[src/rtl/booth_mul_seq_arb_if.sv]
// booth_mul_seq_arb_if: two operand request channels plus the tagged response channel.
// master = requesters/consumer side, slave = the multiply engine.
interface booth_mul_seq_arb_if;
  logic        req0_valid;
  logic        req0_ready;
  logic [7:0]  req0_m;
  logic [7:0]  req0_M;
  logic        req1_valid;
  logic        req1_ready;
  logic [7:0]  req1_m;
  logic [7:0]  req1_M;
  logic        rsp_valid;
  logic        rsp_ready;
  logic        rsp_id;
  logic [15:0] rsp_result;
  logic        busy;
  modport master (
    output req0_valid, req0_m, req0_M, req1_valid, req1_m, req1_M, rsp_ready,
    input  req0_ready, req1_ready, rsp_valid, rsp_id, rsp_result, busy
  );
  modport slave (
    input  req0_valid, req0_m, req0_M, req1_valid, req1_m, req1_M, rsp_ready,
    output req0_ready, req1_ready, rsp_valid, rsp_id, rsp_result, busy
  );
endinterface

[src/rtl/booth_mul_seq_arb.sv]
// booth_mul_seq_arb: shared radix-4 Booth 8x8 signed multiplier, one partial product per cycle.
// Define BOOTH_MUL_SEQ_ARB_RR_EN for round-robin arbitration; default is fixed priority to requester 0.
module booth_mul_seq_arb (
  input logic                 clk,
  input logic                 rst_n,
  booth_mul_seq_arb_if.slave  bus
);
  typedef enum logic [1:0] {IDLE, RUN, DONE} state_t;
  state_t      state_q;
  logic [1:0]  k_q;
  logic [15:0] acc_q, acc_d;
  logic [7:0]  m_q, mc_q;
  logic        rsp_valid_q, rsp_id_q, busy_q;
  logic [15:0] rsp_result_q;
  logic        grant, accept, idle;
  logic [8:0]  mx;
  logic [2:0]  d;
  logic [15:0] mse, mag, pp;
`ifdef BOOTH_MUL_SEQ_ARB_RR_EN
  logic        last_grant_q;
  assign grant = (bus.req0_valid & bus.req1_valid) ? ~last_grant_q : ~bus.req0_valid;
`else
  assign grant = ~bus.req0_valid;
`endif
  assign idle           = state_q == IDLE;
  assign bus.req0_ready = idle & ~grant & bus.req0_valid;
  assign bus.req1_ready = idle & grant & bus.req1_valid;
  assign accept         = bus.req0_ready | bus.req1_ready;
  assign bus.rsp_valid  = rsp_valid_q;
  assign bus.rsp_id     = rsp_id_q;
  assign bus.rsp_result = rsp_result_q;
  assign bus.busy       = busy_q;
  // m[-1] = 0 is supplied by the appended zero
  assign mx  = {m_q, 1'b0};
  assign d   = mx[{k_q, 1'b0} +: 3];
  assign mse = {{8{mc_q[7]}}, mc_q};
  assign mag = (d == 3'b011 || d == 3'b100) ? mse << 1 : (d == 3'b000 || d == 3'b111) ? 16'h0000 : mse;
  assign pp  = (d[2] ? -mag : mag) << {k_q, 1'b0};
  assign acc_d = acc_q + pp;
  always_ff @(posedge clk or negedge rst_n) begin
    if (!rst_n) begin
      state_q      <= IDLE;
      k_q          <= 2'd0;
      acc_q        <= 16'h0000;
      m_q          <= 8'h00;
      mc_q         <= 8'h00;
      rsp_valid_q  <= 1'b0;
      rsp_id_q     <= 1'b0;
      rsp_result_q <= 16'h0000;
      busy_q       <= 1'b0;
`ifdef BOOTH_MUL_SEQ_ARB_RR_EN
      last_grant_q <= 1'b1;
`endif
    end else begin
      case (state_q)
        IDLE: if (accept) begin
          state_q  <= RUN;
          m_q      <= grant ? bus.req1_m : bus.req0_m;
          mc_q     <= grant ? bus.req1_M : bus.req0_M;
          rsp_id_q <= grant;
          acc_q    <= 16'h0000;
          k_q      <= 2'd0;
          busy_q   <= 1'b1;
`ifdef BOOTH_MUL_SEQ_ARB_RR_EN
          last_grant_q <= grant;
`endif
        end
        RUN: begin
          acc_q <= acc_d;
          k_q   <= k_q + 2'd1;
          if (k_q == 2'd3) begin
            state_q      <= DONE;
            rsp_valid_q  <= 1'b1;
            rsp_result_q <= acc_d;
          end
        end
        DONE: if (bus.rsp_ready) begin
          state_q     <= IDLE;
          rsp_valid_q <= 1'b0;
          busy_q      <= 1'b0;
        end
        default: state_q <= IDLE;
      endcase
    end
  end
endmodule

[src/flat_wrapper.sv]
// flat-port wrapper written by rule: the top's interface ports become plain ports
module booth_mul_seq_arb_flat 
  (clk, rst_n, bus_req0_valid, bus_req0_m, bus_req0_M, bus_req1_valid, bus_req1_m, bus_req1_M, bus_rsp_ready, bus_req0_ready, bus_req1_ready, bus_rsp_valid, bus_rsp_id, bus_rsp_result, bus_busy);
  booth_mul_seq_arb_if bus_i ();
  input logic clk;
  input logic rst_n;
  input wire logic [$bits(bus_i.req0_valid)-1:0] bus_req0_valid;
  input wire logic [$bits(bus_i.req0_m)-1:0] bus_req0_m;
  input wire logic [$bits(bus_i.req0_M)-1:0] bus_req0_M;
  input wire logic [$bits(bus_i.req1_valid)-1:0] bus_req1_valid;
  input wire logic [$bits(bus_i.req1_m)-1:0] bus_req1_m;
  input wire logic [$bits(bus_i.req1_M)-1:0] bus_req1_M;
  input wire logic [$bits(bus_i.rsp_ready)-1:0] bus_rsp_ready;
  output wire logic [$bits(bus_i.req0_ready)-1:0] bus_req0_ready;
  output wire logic [$bits(bus_i.req1_ready)-1:0] bus_req1_ready;
  output wire logic [$bits(bus_i.rsp_valid)-1:0] bus_rsp_valid;
  output wire logic [$bits(bus_i.rsp_id)-1:0] bus_rsp_id;
  output wire logic [$bits(bus_i.rsp_result)-1:0] bus_rsp_result;
  output wire logic [$bits(bus_i.busy)-1:0] bus_busy;
  assign bus_i.req0_valid = bus_req0_valid;
  assign bus_i.req0_m = bus_req0_m;
  assign bus_i.req0_M = bus_req0_M;
  assign bus_i.req1_valid = bus_req1_valid;
  assign bus_i.req1_m = bus_req1_m;
  assign bus_i.req1_M = bus_req1_M;
  assign bus_i.rsp_ready = bus_rsp_ready;
  assign bus_req0_ready = bus_i.req0_ready;
  assign bus_req1_ready = bus_i.req1_ready;
  assign bus_rsp_valid = bus_i.rsp_valid;
  assign bus_rsp_id = bus_i.rsp_id;
  assign bus_rsp_result = bus_i.rsp_result;
  assign bus_busy = bus_i.busy;
  booth_mul_seq_arb u_core (.clk(clk), .rst_n(rst_n), .bus(bus_i));
endmodule
[config.mk]
export PLATFORM = sky130hd
export DESIGN_NAME = booth_mul_seq_arb_flat
export DESIGN_NICKNAME = d
export VERILOG_FILES = /design/src/rtl/booth_mul_seq_arb_if.sv /design/src/rtl/booth_mul_seq_arb.sv /design/src/flat_wrapper.sv
export SDC_FILE = /design/constraint.sdc
export NUM_CORES = 1
export LEC_CHECK = 0
export CAP_MARGIN = 20
export CORE_ASPECT_RATIO = 1.1
export CORE_MARGIN = 2
export CORE_UTILIZATION = 30
export DETAILED_ROUTE_END_ITERATION = 7
export PLACE_DENSITY = 0.52
export SLEW_MARGIN = 20
export SYNTH_ARGS = -nofsm -noshare
export SYNTH_HDL_FRONTEND = slang
export SYNTH_SLANG_ARGS = --single-unit
[constraint.sdc]
create_clock -name clk -period 6 [get_ports clk]
set_input_delay 1.2 -clock clk [delete_from_list [all_inputs] [get_ports clk]]
set_output_delay 1.2 -clock clk [all_outputs]
set_load 0.01 [all_outputs]
==> key figures <==
Routing
  – Via count: 3433
  – Initial DRC count: between 100 and 150
  – Residual DRC: 0
  – Routed vias/inst: 5.265
  – Final antenna-violating net count: 0
  – DR WL/cell: roughly 16 µm
  – 1st-pass router iterations: 4
  – Routed WL: 10360 µm

Clock network
  – Setup bufs post-CTS: 0
  – Num Clock Sinks: 55
  – CTS H-tree lvls: 2
  – Root Buffer: clkbuf_16
  – CTS Buffer Depth: 2
  – CTS Hold Buffers Added: 0
  – Resize count post-CTS: 0
  – Inserted Clock Buffers: 5
  – Clock slew at reported path FFs: ~70 ps
  – CTS tree: built
  – Clk Latency, worst-skew pair: approximately 300 ps

Logic synthesis
  – YS warnings: 0
  – Top cell type by total area after synthesis: dfrtp_1
  – Synth Cell Area: 3984 µm²
  – Register area share after synthesis: 34.55%
  – Average size of a mapped cell: 8.853 µm²
  – Syn Inst Count: 450
  – Synth area leaders: dfrtp_1, ha_1, mux2i_1
  – Ys async rst share: 100.0%
  – Synth cell types: 73
  – Ys flop type: dfrtp_1
  – Post-Synthesis Net Count: 507
  – Seq cells post-synth: 55
  – Synth top area share: between 30% and 40%
  – EDFF count, synth: 0

Worst setup path
  – Worst path required time: about 6200 ps
  – Critical path class: reg -> reg
  – CP max-delay cell: dfrtp_1
  – CP endpoint: u_core.acc_q[15]$_DFFE_PN0P_
  – CP Data Arrival Time: around 5600 ps
  – Worst R2R Path Depth: 19
  – Critical R2R Capture: u_core.acc_q[15]$_DFFE_PN0P_
  – Worst R2R Start: u_core.k_q[0]$_DFFE_PN0P_
  – Worst setup SP type: register
  – Critical path peak fanout: 16
  – Critical path, cell by cell: mux4_2 -> a211o_4 -> o22ai_2 -> a22oi_1 -> ha_1 -> o31ai_2 -> a21oi_1 -> o22a_1 -> a2111o_1 -> mux2i_1 -> ha_1 -> o211ai_1 -> a21oi_1 -> o22ai_1 -> o221ai_1 -> o211ai_1 -> xor2_1 -> o21bai_1 -> a21o_1
  – Worst stage delay on the critical path: between 700 and 800 ps
  – R2r setup slk: 640 ps
  – Crit. Startpoint: u_core.k_q[0]$_DFFE_PN0P_
  – Setup crit end kind: register

STA
  – Fmax: between 150 and 200 MHz
  – Worst-Margin Slew: ~970 ps
  – Max-slew violations: 0
  – Count of final setup violators: 0
  – Crit path time final: approximately 5400 ps
  – RSZ-0062 raised after global routing: false
  – Final Hold Vio Count: 0
  – Final setup TNS: 0 ps
  – Post-route clock skew: 7.141 ps
  – Final period util: roughly 89%
  – Rel. slew slack: a little over a third

Floorplan
  – Std cell rows: 44
  – DIE WIDTH: approximately 110 µm
  – Die height: 124.9 µm
  – Ports: 58
  – Initial core utilization: 30.40%
  – Die ar.: 14220 µm²
  – Core Box Area: 13100 µm²

Cells and area
  – Area Growth Syn to Fin: 21.58%
  – # diodes: 0
  – FILL cells: approximately 1400
  – Share of cells above drive strength 1: 8.554%
  – Nets: 547

GRT
  – Total Routing Usage GR: 15.35%
  – Largest net degree at the start of global routing: between 50 and 60
  – Vias in the first global route: 3513
  – Grt ovf: 0
  – Initial antenna violation count: 0
  – First-pass GRT wire length: about 18000 µm

Run status
  – Outcome: completed

Placed design
  – GP Congestion: 0.9071
  – Input/output buffers: 57
  – Detail Placement HPWL: 7867 µm

Run
  – Max-Cap Viols: 0

Hold path
  – Worst Hold Class: reg -> reg
## cells in the mapped netlist (all sizes together), types with 6 or more instances
| master | n |
|---|---|
| nor3 | 11 |
| mux2 | 10 |
| nor2 | 38 |
| mux2i | 24 |
| o31ai | 6 |
| a211oi | 6 |
| a21oi | 37 |
| o22ai | 16 |
| xor2 | 8 |
| inv | 12 |
| ha | 19 |
| nand2 | 58 |
| nand3 | 8 |
| a21o | 8 |
| buf | 8 |
| xnor2 | 10 |
| o21ai | 29 |
| clkbuf | 20 |
| dfrtp | 55 |
## sequential cells by signal, indices dropped and copies added (netlist names)
register and flops:
u_core.bus.rsp_valid 1, u_core.k_q 2, u_core.acc_q 16, u_core.m_q 8
u_core.state_q 2, u_core.bus.rsp_result 16, u_core.bus.busy 1, u_core.bus.rsp_id 1
u_core.mc_q 8
## cells in the final DEF, fill, tap and decap left out, types with 2 or more instances in the layout
| cell | n |
|---|---|
| nor2_1 | 38 |
| o31ai_1 | 5 |
| nand2_1 | 58 |
| nor3_1 | 11 |
| xnor2_1 | 10 |
| nand3_1 | 8 |
| a22o_1 | 2 |
| nand4_1 | 2 |
| o21ai_0 | 28 |
| a21o_1 | 8 |
| o22ai_1 | 15 |
| a22oi_1 | 2 |
| mux2_2 | 9 |
| mux4_2 | 3 |
| o21bai_1 | 4 |
| a21oi_1 | 35 |
| and3_1 | 3 |
| or3_1 | 2 |
| a21oi_2 | 2 |
| o211ai_1 | 5 |
| a2111oi_0 | 2 |
| clkdlybuf4s50_1 | 56 |
| mux2i_1 | 23 |
| a22o_2 | 2 |
| nand2b_1 | 3 |
| clkbuf_16 | 5 |
| nor2b_1 | 2 |
| buf_4 | 4 |
| a31oi_1 | 2 |
| a211oi_1 | 4 |
| a211o_1 | 4 |
| ha_1 | 19 |
| dfrtp_1 | 55 |
| inv_1 | 11 |
| xor2_1 | 8 |
## how the worst min path moves through the flow
stage                                               start  depth (start not counted)                                    end  slack, ps
finish               u_core.bus.rsp_result[7]$_DFFE_PN0P_                          2   u_core.bus.rsp_result[7]$_DFFE_PN0P_        490
global route                  u_core.bus.busy$_DFFE_PN0P_                          1            u_core.bus.busy$_DFFE_PN0P_        510
CTS                  u_core.bus.rsp_result[7]$_DFFE_PN0P_                          2   u_core.bus.rsp_result[7]$_DFFE_PN0P_        490
detailed placement  u_core.bus.rsp_result[14]$_DFFE_PN0P_                          2  u_core.bus.rsp_result[14]$_DFFE_PN0P_        470
global placement     u_core.bus.rsp_result[9]$_DFFE_PN0P_                          2   u_core.bus.rsp_result[9]$_DFFE_PN0P_        470
floorplan                    u_core.acc_q[14]$_DFFE_PN0P_                          2           u_core.acc_q[14]$_DFFE_PN0P_        460
## worst max-delay path, delay by kind of cell, from the launching register on
kind                     cells  cell delay (ps)
flip-flops                   1              710
AO/OA/AOI/OAI               14             2860
multiplexers                 2              840
XOR/XNOR                     1              270
adder cells (fa/ha/maj)      2              570
## per-layer routing
layer  vias up  global-route usage, %  share of wire (%)
li1       1723                      -                  -
met1      1641                  20.29                 47
met2        58                  25.92                 48
met3        11                  1.946                2.8
met4         0                  4.950                1.6
met5         -                      0                  0
## cell families after synthesis
kind of cell | count (synthesis) | share of synthesized area (%)
mux | 37 | 10.96
xor+xnor | 18 | 3.957
buf+inv | 41 | 4.240
simple gates | 135 | 15.11
flops | 55 | 34.55
compound gates | 143 | 24.47
fa+ha+maj | 21 | 6.721
## through the flow
stage	util, %	hold slack, ps	cell area, µm²	setup WS (ps)	instances
after floorplan	-	456.3	3984	1395	450
after global placement	35.57	467.8	4661	752.1	644
after detailed placement	35.57	470.0	4661	667.1	644
after CTS	36.95	491.5	4841	651.3	652
after global routing	36.97	514.1	4843	147.0	652
final	36.97	487.9	4843	635.2	652
## final cells by class
class / count / area, µm² / share of cell area [%]
Multi-Input combinational cell: 354 / 2441 / 50.40
Sequential cell: 55 / 1376 / 28.42
Timing Repair Buffer: 61 / 595.6 / 12.30
Tap cell: 161 / 201.4 / 4.159
Clock buffer: 5 / 125.1 / 2.583
Clock inverter: 3 / 55.05 / 1.137
Inverter: 13 / 48.80 / 1.007
Power is not shown: default switching activity piles up to over one toggle a cycle in this logic, so the estimate is an artifact.
